<file path="config.mk">
export PLATFORM = sky130hd
export DESIGN_NAME = cw_position_decoder_flat
export DESIGN_NICKNAME = d
export VERILOG_FILES = /design/src/rtl/cw_position_decoder_if.sv /design/src/rtl/cw_position_decoder.sv /design/src/flat_wrapper.sv
export SDC_FILE = /design/constraint.sdc
export NUM_CORES = 1
export LEC_CHECK = 0
export CAP_MARGIN = 20
export CORE_ASPECT_RATIO = 0.75
export CORE_MARGIN = 1.5
export CORE_UTILIZATION = 50
export DETAILED_ROUTE_END_ITERATION = 6
export PLACE_DENSITY = 0.75
export REMOVE_ABC_BUFFERS = 1
export SETUP_SLACK_MARGIN = 0.02
export SLEW_MARGIN = 5
export SYNTH_ARGS = -nofsm -noshare
export SYNTH_HDL_FRONTEND = slang
export SYNTH_SLANG_ARGS = --single-unit
</file>
<file path="constraint.sdc">
create_clock -name clk -period 3.5 [get_ports clk]
set_clock_uncertainty 0.2 [all_clocks]
set_input_delay 0.875 -clock clk [delete_from_list [all_inputs] [get_ports clk]]
set_output_delay 0.875 -clock clk [all_outputs]
set_load 0.03 [all_outputs]
</file>
<file path="src/rtl/cw_position_decoder_if.sv">
// Handshake bundle between the root finder / back end and the position decoder.
// The decoder attaches via the slave modport; the driving environment via master.
interface cw_position_decoder_if #(
  parameter int unsigned M = 11
) ();
  logic         start;
  logic [M-1:0] pos_in;
  logic         pos_valid;
  logic         pos_ready;
  logic [7:0]   byte_out;
  logic         byte_valid;
  logic         byte_ready;
  logic         done;
  logic         err;

  modport master (
    output start, pos_in, pos_valid, byte_ready,
    input  pos_ready, byte_out, byte_valid, done, err
  );

  modport slave (
    input  start, pos_in, pos_valid, byte_ready,
    output pos_ready, byte_out, byte_valid, done, err
  );
endinterface

</file>
<file path="src/rtl/cw_position_decoder.sv">
// Converts strictly increasing error positions to gap deltas (pos - prev - 1) and
// packs the M-bit deltas LSB-first into a byte stream.
module cw_position_decoder #(
  parameter int unsigned T      = 27,
  parameter int unsigned M      = 11,
  parameter int unsigned NBYTES = 38
) (
  input  logic                 clk,
  input  logic                 rst,
  cw_position_decoder_if.slave bus_io
);

  localparam int unsigned BufW  = M + 7;
  localparam int unsigned FillW = $clog2(BufW + 1);
  localparam int unsigned CntW  = $clog2(T + 1);
  localparam int unsigned BcntW = $clog2(NBYTES + 1);

  typedef enum logic [1:0] {StIdle, StAccept, StDrain, StDone} state_e;

  state_e            state_q, state_d;
  logic [BufW-1:0]   buf_q, buf_d;
  logic [FillW-1:0]  fill_q, fill_d;
  logic [CntW-1:0]   cnt_q, cnt_d;
  logic [BcntW-1:0]  bcnt_q, bcnt_d;
  logic [M-1:0]      prev_q, prev_d;
  logic              pvld_q, pvld_d;
  logic              err_q, err_d;
  logic              done_q, done_d;
  logic [7:0]        byte_q, byte_d;
  logic              bvld_q, bvld_d;

  logic              pos_ready;
  logic              accept;
  logic              out_free;
  logic              emit_full;
  logic              emit_last;
  logic              start_run;
  logic              drain_done;
  logic [M-1:0]      delta;

  // State register
  always_ff @(posedge clk or posedge rst) begin
    if (rst) begin
      state_q <= StIdle;
    end else begin
      state_q <= state_d;
    end
  end

  // Next-state logic
  always_comb begin
    state_d = state_q;
    unique case (state_q)
      StIdle, StDone: begin
        if (bus_io.start) state_d = StAccept;
      end
      StAccept: begin
        if (accept && (cnt_q == CntW'(T - 1))) state_d = StDrain;
      end
      StDrain: begin
        if (drain_done) state_d = StDone;
      end
      default: state_d = StIdle;
    endcase
  end

  // FSM-decoded control strobes
  always_comb begin
    out_free   = !bvld_q || bus_io.byte_ready;
    start_run  = bus_io.start && ((state_q == StIdle) || (state_q == StDone));
    pos_ready  = (state_q == StAccept) && (fill_q < FillW'(8)) && (cnt_q < CntW'(T));
    accept     = pos_ready && bus_io.pos_valid;
    emit_full  = ((state_q == StAccept) || (state_q == StDrain)) &&
                 (fill_q >= FillW'(8)) && out_free;
    emit_last  = (state_q == StDrain) && (fill_q != '0) && (fill_q < FillW'(8)) && out_free;
    // Completion waits until every byte of the run has left the output register.
    drain_done = (state_q == StDrain) && (fill_q == '0) && (bcnt_q == BcntW'(NBYTES)) &&
                 out_free;
  end

  assign delta = pvld_q ? (bus_io.pos_in - prev_q - M'(1)) : bus_io.pos_in;

  // Datapath next-state
  always_comb begin
    buf_d  = buf_q;
    fill_d = fill_q;
    cnt_d  = cnt_q;
    bcnt_d = bcnt_q;
    prev_d = prev_q;
    pvld_d = pvld_q;
    err_d  = err_q;
    done_d = done_q;
    byte_d = byte_q;
    bvld_d = bvld_q;
    if (start_run) begin
      buf_d  = '0;
      fill_d = '0;
      cnt_d  = '0;
      bcnt_d = '0;
      pvld_d = 1'b0;
      err_d  = 1'b0;
      done_d = 1'b0;
    end else begin
      if (bvld_q && bus_io.byte_ready) bvld_d = 1'b0;
      if (accept) begin
        // Bits above fill are always zero, so OR-ing in the new delta is a clean insert.
        buf_d  = buf_q | (BufW'(delta) << fill_q);
        fill_d = fill_q + FillW'(M);
        prev_d = bus_io.pos_in;
        pvld_d = 1'b1;
        cnt_d  = cnt_q + CntW'(1);
        if (pvld_q && (bus_io.pos_in <= prev_q)) err_d = 1'b1;
      end else if (emit_full) begin
        byte_d = buf_q[7:0];
        buf_d  = buf_q >> 8;
        fill_d = fill_q - FillW'(8);
        bvld_d = 1'b1;
        bcnt_d = bcnt_q + BcntW'(1);
      end else if (emit_last) begin
        byte_d = buf_q[7:0];
        buf_d  = '0;
        fill_d = '0;
        bvld_d = 1'b1;
        bcnt_d = bcnt_q + BcntW'(1);
      end
      if (drain_done) done_d = 1'b1;
    end
  end

  always_ff @(posedge clk or posedge rst) begin
    if (rst) begin
      buf_q  <= '0;
      fill_q <= '0;
      cnt_q  <= '0;
      bcnt_q <= '0;
      prev_q <= '0;
      pvld_q <= 1'b0;
      err_q  <= 1'b0;
      done_q <= 1'b0;
      byte_q <= '0;
      bvld_q <= 1'b0;
    end else begin
      buf_q  <= buf_d;
      fill_q <= fill_d;
      cnt_q  <= cnt_d;
      bcnt_q <= bcnt_d;
      prev_q <= prev_d;
      pvld_q <= pvld_d;
      err_q  <= err_d;
      done_q <= done_d;
      byte_q <= byte_d;
      bvld_q <= bvld_d;
    end
  end

  assign bus_io.pos_ready  = pos_ready;
  assign bus_io.byte_out   = byte_q;
  assign bus_io.byte_valid = bvld_q;
  assign bus_io.done       = done_q;
  assign bus_io.err        = err_q;

endmodule
</file>
<file path="src/flat_wrapper.sv">
// flat-port wrapper written by rule: the top's interface ports become plain ports
module cw_position_decoder_flat 
#(
  parameter int unsigned T      = 27,
  parameter int unsigned M      = 11,
  parameter int unsigned NBYTES = 38
)
  (clk, rst, bus_io_start, bus_io_pos_in, bus_io_pos_valid, bus_io_byte_ready, bus_io_pos_ready, bus_io_byte_out, bus_io_byte_valid, bus_io_done, bus_io_err);
  cw_position_decoder_if #(.M(M)) bus_io_i ();
  input  logic clk;
  input  logic rst;
  input wire logic [$bits(bus_io_i.start)-1:0] bus_io_start;
  input wire logic [$bits(bus_io_i.pos_in)-1:0] bus_io_pos_in;
  input wire logic [$bits(bus_io_i.pos_valid)-1:0] bus_io_pos_valid;
  input wire logic [$bits(bus_io_i.byte_ready)-1:0] bus_io_byte_ready;
  output wire logic [$bits(bus_io_i.pos_ready)-1:0] bus_io_pos_ready;
  output wire logic [$bits(bus_io_i.byte_out)-1:0] bus_io_byte_out;
  output wire logic [$bits(bus_io_i.byte_valid)-1:0] bus_io_byte_valid;
  output wire logic [$bits(bus_io_i.done)-1:0] bus_io_done;
  output wire logic [$bits(bus_io_i.err)-1:0] bus_io_err;
  assign bus_io_i.start = bus_io_start;
  assign bus_io_i.pos_in = bus_io_pos_in;
  assign bus_io_i.pos_valid = bus_io_pos_valid;
  assign bus_io_i.byte_ready = bus_io_byte_ready;
  assign bus_io_pos_ready = bus_io_i.pos_ready;
  assign bus_io_byte_out = bus_io_i.byte_out;
  assign bus_io_byte_valid = bus_io_i.byte_valid;
  assign bus_io_done = bus_io_i.done;
  assign bus_io_err = bus_io_i.err;
  cw_position_decoder #(.T(T), .M(M), .NBYTES(NBYTES)) u_core (.clk(clk), .rst(rst), .bus_io(bus_io_i));
endmodule
</file>
==> results_dict.tcl <==
set metrics [dict create \
    fin_crit_ns 3.40 \
    grt_overflow_total 0 \
    drc 0 \
    synth_simple_gate_area_share_pct 20.0 \
    sequential_to_total_area_share_from_yosys_stat_pct 32.5 \
    detailed_place_hpwl_um 9900 \
    i_o_pin_total 28 \
    die_h_um 85.6 \
    post_synth_inst_count 534 \
    detailedRoute.firstIterationViolations 600 \
    power.leakage_nw 2.58 \
    grt_usage_pct 29.5 \
    setup_viol 0 \
    antennaDiodeCount 0 \
    timing.critical_path.from_type "primary input" \
    worst_slew_pin_slew_ns 0.866 \
    maxSlewViolCount 0 \
    gp_congestion 0.975 \
    cts_inserted_buffers 9 \
    totalPowerFinal_mw 5.52 \
    drive_gt1_share_pct 23.9 \
    crit_arrival_ns 3.42 \
    worst_setup_hold_path_clk_slew_ns 0.06 \
    critPathMaxStageDelay_ns 0.46 \
    min-delay-start "u_core.bus_io.done" \
    clock-root-buffer "sky130_fd_sc_hd__clkbuf_16" \
    min_path_type "flip-flop to flip-flop" \
    postSynth.topFlopCell "sky130_fd_sc_hd__dfrtp_1" \
    synth_area_per_cell_um2 8.51 \
    num-nets-final 657 \
    crit_type "primary input to flip-flop" \
    crit_chain "clkdlybuf4s50_1 -> ha_4 -> nand3_4 -> o211a_4 -> mux2_4 -> a211o_1 -> mux2_4 -> o22a_1 -> a221o_1" \
    ctsLongestPathBuffers 2 \
    area_growth_syn_to_layout_pct 28.8 \
    post_detailed_route_wirelength_per_cell_um 18.8 \
    core_region_area_um2 8640 \
    timing.final.crit_share_pct 97.1 \
    largest_net_degree_at_the_start_of_global_routing 30 \
    path_common_cell "sky130_fd_sc_hd__mux2_4" \
    drt-pass1-iter-count 5 \
    grt_first_pass_wirelength_um 22400 \
    reg2reg_launch_point "u_core.prev_q[0]" \
    total_area_of_multi_input_combinational_cells_um2 2950 \
    synth_top_family_by_area "compound AO/OA/AOI/OAI gates" \
    slowest_stage "sky130_fd_sc_hd__clkdlybuf4s50_1" \
    cp-startpoint "bus_io_pos_in[4]" \
    grt_pass1_vias 4420 \
    post_synth_xor_area_fraction_pct 2.12 \
    synth.top_cells.by_area "sky130_fd_sc_hd__dfrtp_1 32%, sky130_fd_sc_hd__ha_1 6.1%, sky130_fd_sc_hd__o21ai_0 4.4%, sky130_fd_sc_hd__nand2_1 4.1%, sky130_fd_sc_hd__nor2_1 3.9%" \
    cts_tree "built" \
    clock_latency_ns 0.33 \
    synth_compound_gate_area_share_pct 26.3 \
    cts-htree-levels 3 \
    drt-total-wl_um 13700 \
    cellPowerDensity_nw_per_um2 944 \
    synth.top_cell.area_share_pct 32.5 \
    netlist_area_um2 4540 \
    yosys_warnings 0 \
    report.final.hold_viol_count 0 \
    critPathMaxFanout 6 \
    grt_antenna_before_repair 1 \
    synth_fa_ha_area_share_pct 6.50 \
    synth_mux_area_share_pct 6.36 \
    setup.worst_path.end_class "flip-flop" \
    drv_cap 0 \
    vias 4696 \
    nFillCells 718 \
    outcome "finished clean" \
    slew_headroom_pct 41.8 \
    worst_ep_required_time_ns 3.52 \
    finish.utilization_pct 67.8 \
    vias_per_cell 6.42 \
    regArea_um2 1480 \
    irDropWorstVdd_v 0.000469 \
    row_count 29 \
    clock.fmax_mhz 294 \
    drtAntennaViolNets 0 \
    port-buffer-count 27 \
    start_util_pct 52.6 \
    yosysUniqueCellTypes 78 \
    die_w_um 113 \
    die_area_um2 9680 \
    clock-sinks 59 \
    postSynth.asyncResetShare_pct 100 \
    synthDominantAreaCellType "sky130_fd_sc_hd__dfrtp_1" \
    synth_enable_flop_cells 0 \
    ys_seq_elements 59 \
]
==> logic make-up (layout without fill, tap and decap cells) <==
family	count (synthesis)	count (layout)
flops	59	59
buf+inv	67	156
compound gates	170	170
fa+ha+maj	23	23
xor+xnor	11	11
mux	24	24
simple gates	180	180
==> critical path: cells and delay by family <==
family	cells	cell delay, ns
adders and majority gates	1	0.34
buffers and inverters	1	0.46
AOI/OAI and AO/OA	4	1.07
muxes	2	0.59
and+or+nand+nor	1	0.08
==> metal layers <==
layer / up-vias / part of all wire [%] / track usage (%)
li1: 2149 / - / -
met1: 2290 / 45 / 44.8
met2: 235 / 43 / 42.2
met3: 22 / 10 / 6.64
met4: 0 / 1.2 / 8.30
met5: - / 0 / 0
==> worst paths after layout <==
path                                       to  slack (ns)  cells after the start
setup / recovery              u_core.buf_q[8]        0.10                      9
hold / removal             u_core.bus_io.done        0.29                      2
setup reg to reg              u_core.buf_q[8]        0.45                     11
hold reg to reg            u_core.bus_io.done        0.29                      2
max in group asynchronous    u_core.bcnt_q[3]        1.76                      3
min in group asynchronous    u_core.prev_q[4]        0.64                      2
==> metrics by stage <==
| step | cell area, um2 | setup WS, ns | setup TNS, ns | hold slack (ns) | instances |
|---|---|---|---|---|---|
| 2_1_floorplan | 4390 | 0.0355 | 0 | 0.244 | 500 |
| 3_3_place_gp | 5390 | -0.450 | -4.69 | 0.273 | 714 |
| 4_1_cts | 5720 | 0.0139 | 0 | 0.297 | 731 |
| 3_5_place_dp | 5390 | -0.553 | -5.97 | 0.268 | 714 |
| 5_1_grt | 5850 | -0.0359 | -0.0359 | 0.320 | 731 |
| 6_report | 5850 | 0.103 | 0 | 0.295 | 731 |
==> flip-flops by register name (all words and copies together), names as in the netlist <==
| register | count |
|---|---|
| u_core.prev_q | 11 |
| u_core.bus_io.done | 1 |
| u_core.pvld_q | 1 |
| u_core.cnt_q | 5 |
| u_core.buf_q | 18 |
| u_core.state_q | 2 |
| u_core.bus_io.byte_out | 8 |
| u_core.fill_q | 5 |
| u_core.bcnt_q | 6 |
| u_core.bus_io.byte_valid | 1 |
| u_core.bus_io.err | 1 |
==> area by class of cell <==
cell class | instances | share of cell area, %
clock buffer | 11 | 4.15
clock inverter | 5 | 0.898
inverter | 33 | 2.12
multi-input combinational | 408 | 50.3
sequential | 59 | 25.2
tap | 108 | 2.31
timing repair buffer | 107 | 15.0
==> cell usage after synthesis (4+ instances only) <==
cell / count
sky130_fd_sc_hd__clkbuf_1: 23
sky130_fd_sc_hd__buf_2: 5
sky130_fd_sc_hd__xor2_1: 6
sky130_fd_sc_hd__mux2i_1: 6
sky130_fd_sc_hd__nand2_1: 50
sky130_fd_sc_hd__nor2_1: 47
sky130_fd_sc_hd__o211ai_1: 14
sky130_fd_sc_hd__a21oi_1: 29
sky130_fd_sc_hd__a31oi_1: 4
sky130_fd_sc_hd__o21a_1: 5
sky130_fd_sc_hd__a211oi_1: 8
sky130_fd_sc_hd__a311oi_1: 4
sky130_fd_sc_hd__nand4_1: 9
sky130_fd_sc_hd__o41ai_1: 5
sky130_fd_sc_hd__o21ai_0: 40
sky130_fd_sc_hd__dfrtp_1: 59
sky130_fd_sc_hd__a21o_1: 6
sky130_fd_sc_hd__o31ai_1: 4
sky130_fd_sc_hd__o32ai_1: 4
sky130_fd_sc_hd__nor3_1: 9
sky130_fd_sc_hd__or3_1: 5
sky130_fd_sc_hd__mux2_2: 15
sky130_fd_sc_hd__nand2b_1: 12
sky130_fd_sc_hd__inv_1: 31
sky130_fd_sc_hd__o22ai_1: 4
sky130_fd_sc_hd__xnor2_1: 5
sky130_fd_sc_hd__a211o_1: 4
sky130_fd_sc_hd__and3_1: 9
sky130_fd_sc_hd__nand3_1: 11
sky130_fd_sc_hd__ha_1: 22
sky130_fd_sc_hd__nor2b_1: 6
==> report_power, final <==
part	switching [mW]	total [mW]	internal (mW)
registers	0.183	1.09	0.912
logic	2.00	3.54	1.54
clock network	0.320	0.886	0.566
total	2.50	5.52	3.02
==> cells in the final DEF, fill, tap and decap left out, types with 4 or more instances in the layout <==
cell type,n
sky130_fd_sc_hd__clkdlybuf4s50_1,23
sky130_fd_sc_hd__ha_4,6
sky130_fd_sc_hd__xor2_1,6
sky130_fd_sc_hd__nor2_1,46
sky130_fd_sc_hd__o211ai_1,14
sky130_fd_sc_hd__o21a_1,5
sky130_fd_sc_hd__nand2_1,50
sky130_fd_sc_hd__mux2i_1,6
sky130_fd_sc_hd__inv_1,30
sky130_fd_sc_hd__buf_4,80
sky130_fd_sc_hd__o31ai_1,4
sky130_fd_sc_hd__a21o_1,6
sky130_fd_sc_hd__dfrtp_1,59
sky130_fd_sc_hd__ha_1,15
sky130_fd_sc_hd__a31oi_1,4
sky130_fd_sc_hd__a21oi_2,4
sky130_fd_sc_hd__o32ai_1,4
sky130_fd_sc_hd__mux2_2,14
sky130_fd_sc_hd__clkbuf_16,9
sky130_fd_sc_hd__nand2b_1,11
sky130_fd_sc_hd__o41ai_1,4
sky130_fd_sc_hd__a211o_1,4
sky130_fd_sc_hd__or3_1,5
sky130_fd_sc_hd__xnor2_1,5
sky130_fd_sc_hd__a211oi_1,8
sky130_fd_sc_hd__nor2b_1,6
sky130_fd_sc_hd__o22ai_1,4
sky130_fd_sc_hd__and3_1,8
sky130_fd_sc_hd__nor3_1,8
sky130_fd_sc_hd__nand3_1,11
sky130_fd_sc_hd__a21oi_1,25
sky130_fd_sc_hd__o21ai_0,35
sky130_fd_sc_hd__nand4_1,9
==> what timing repair did <==
action | CTS | global route
hold buffers | 0 | 0
resized for setup | 13 | 25
pin swaps | 5 | 11
endpoints found under the setup margin | 12 | 11
buffers inserted | 1 | 0
(Power assumes the default switching activity.)
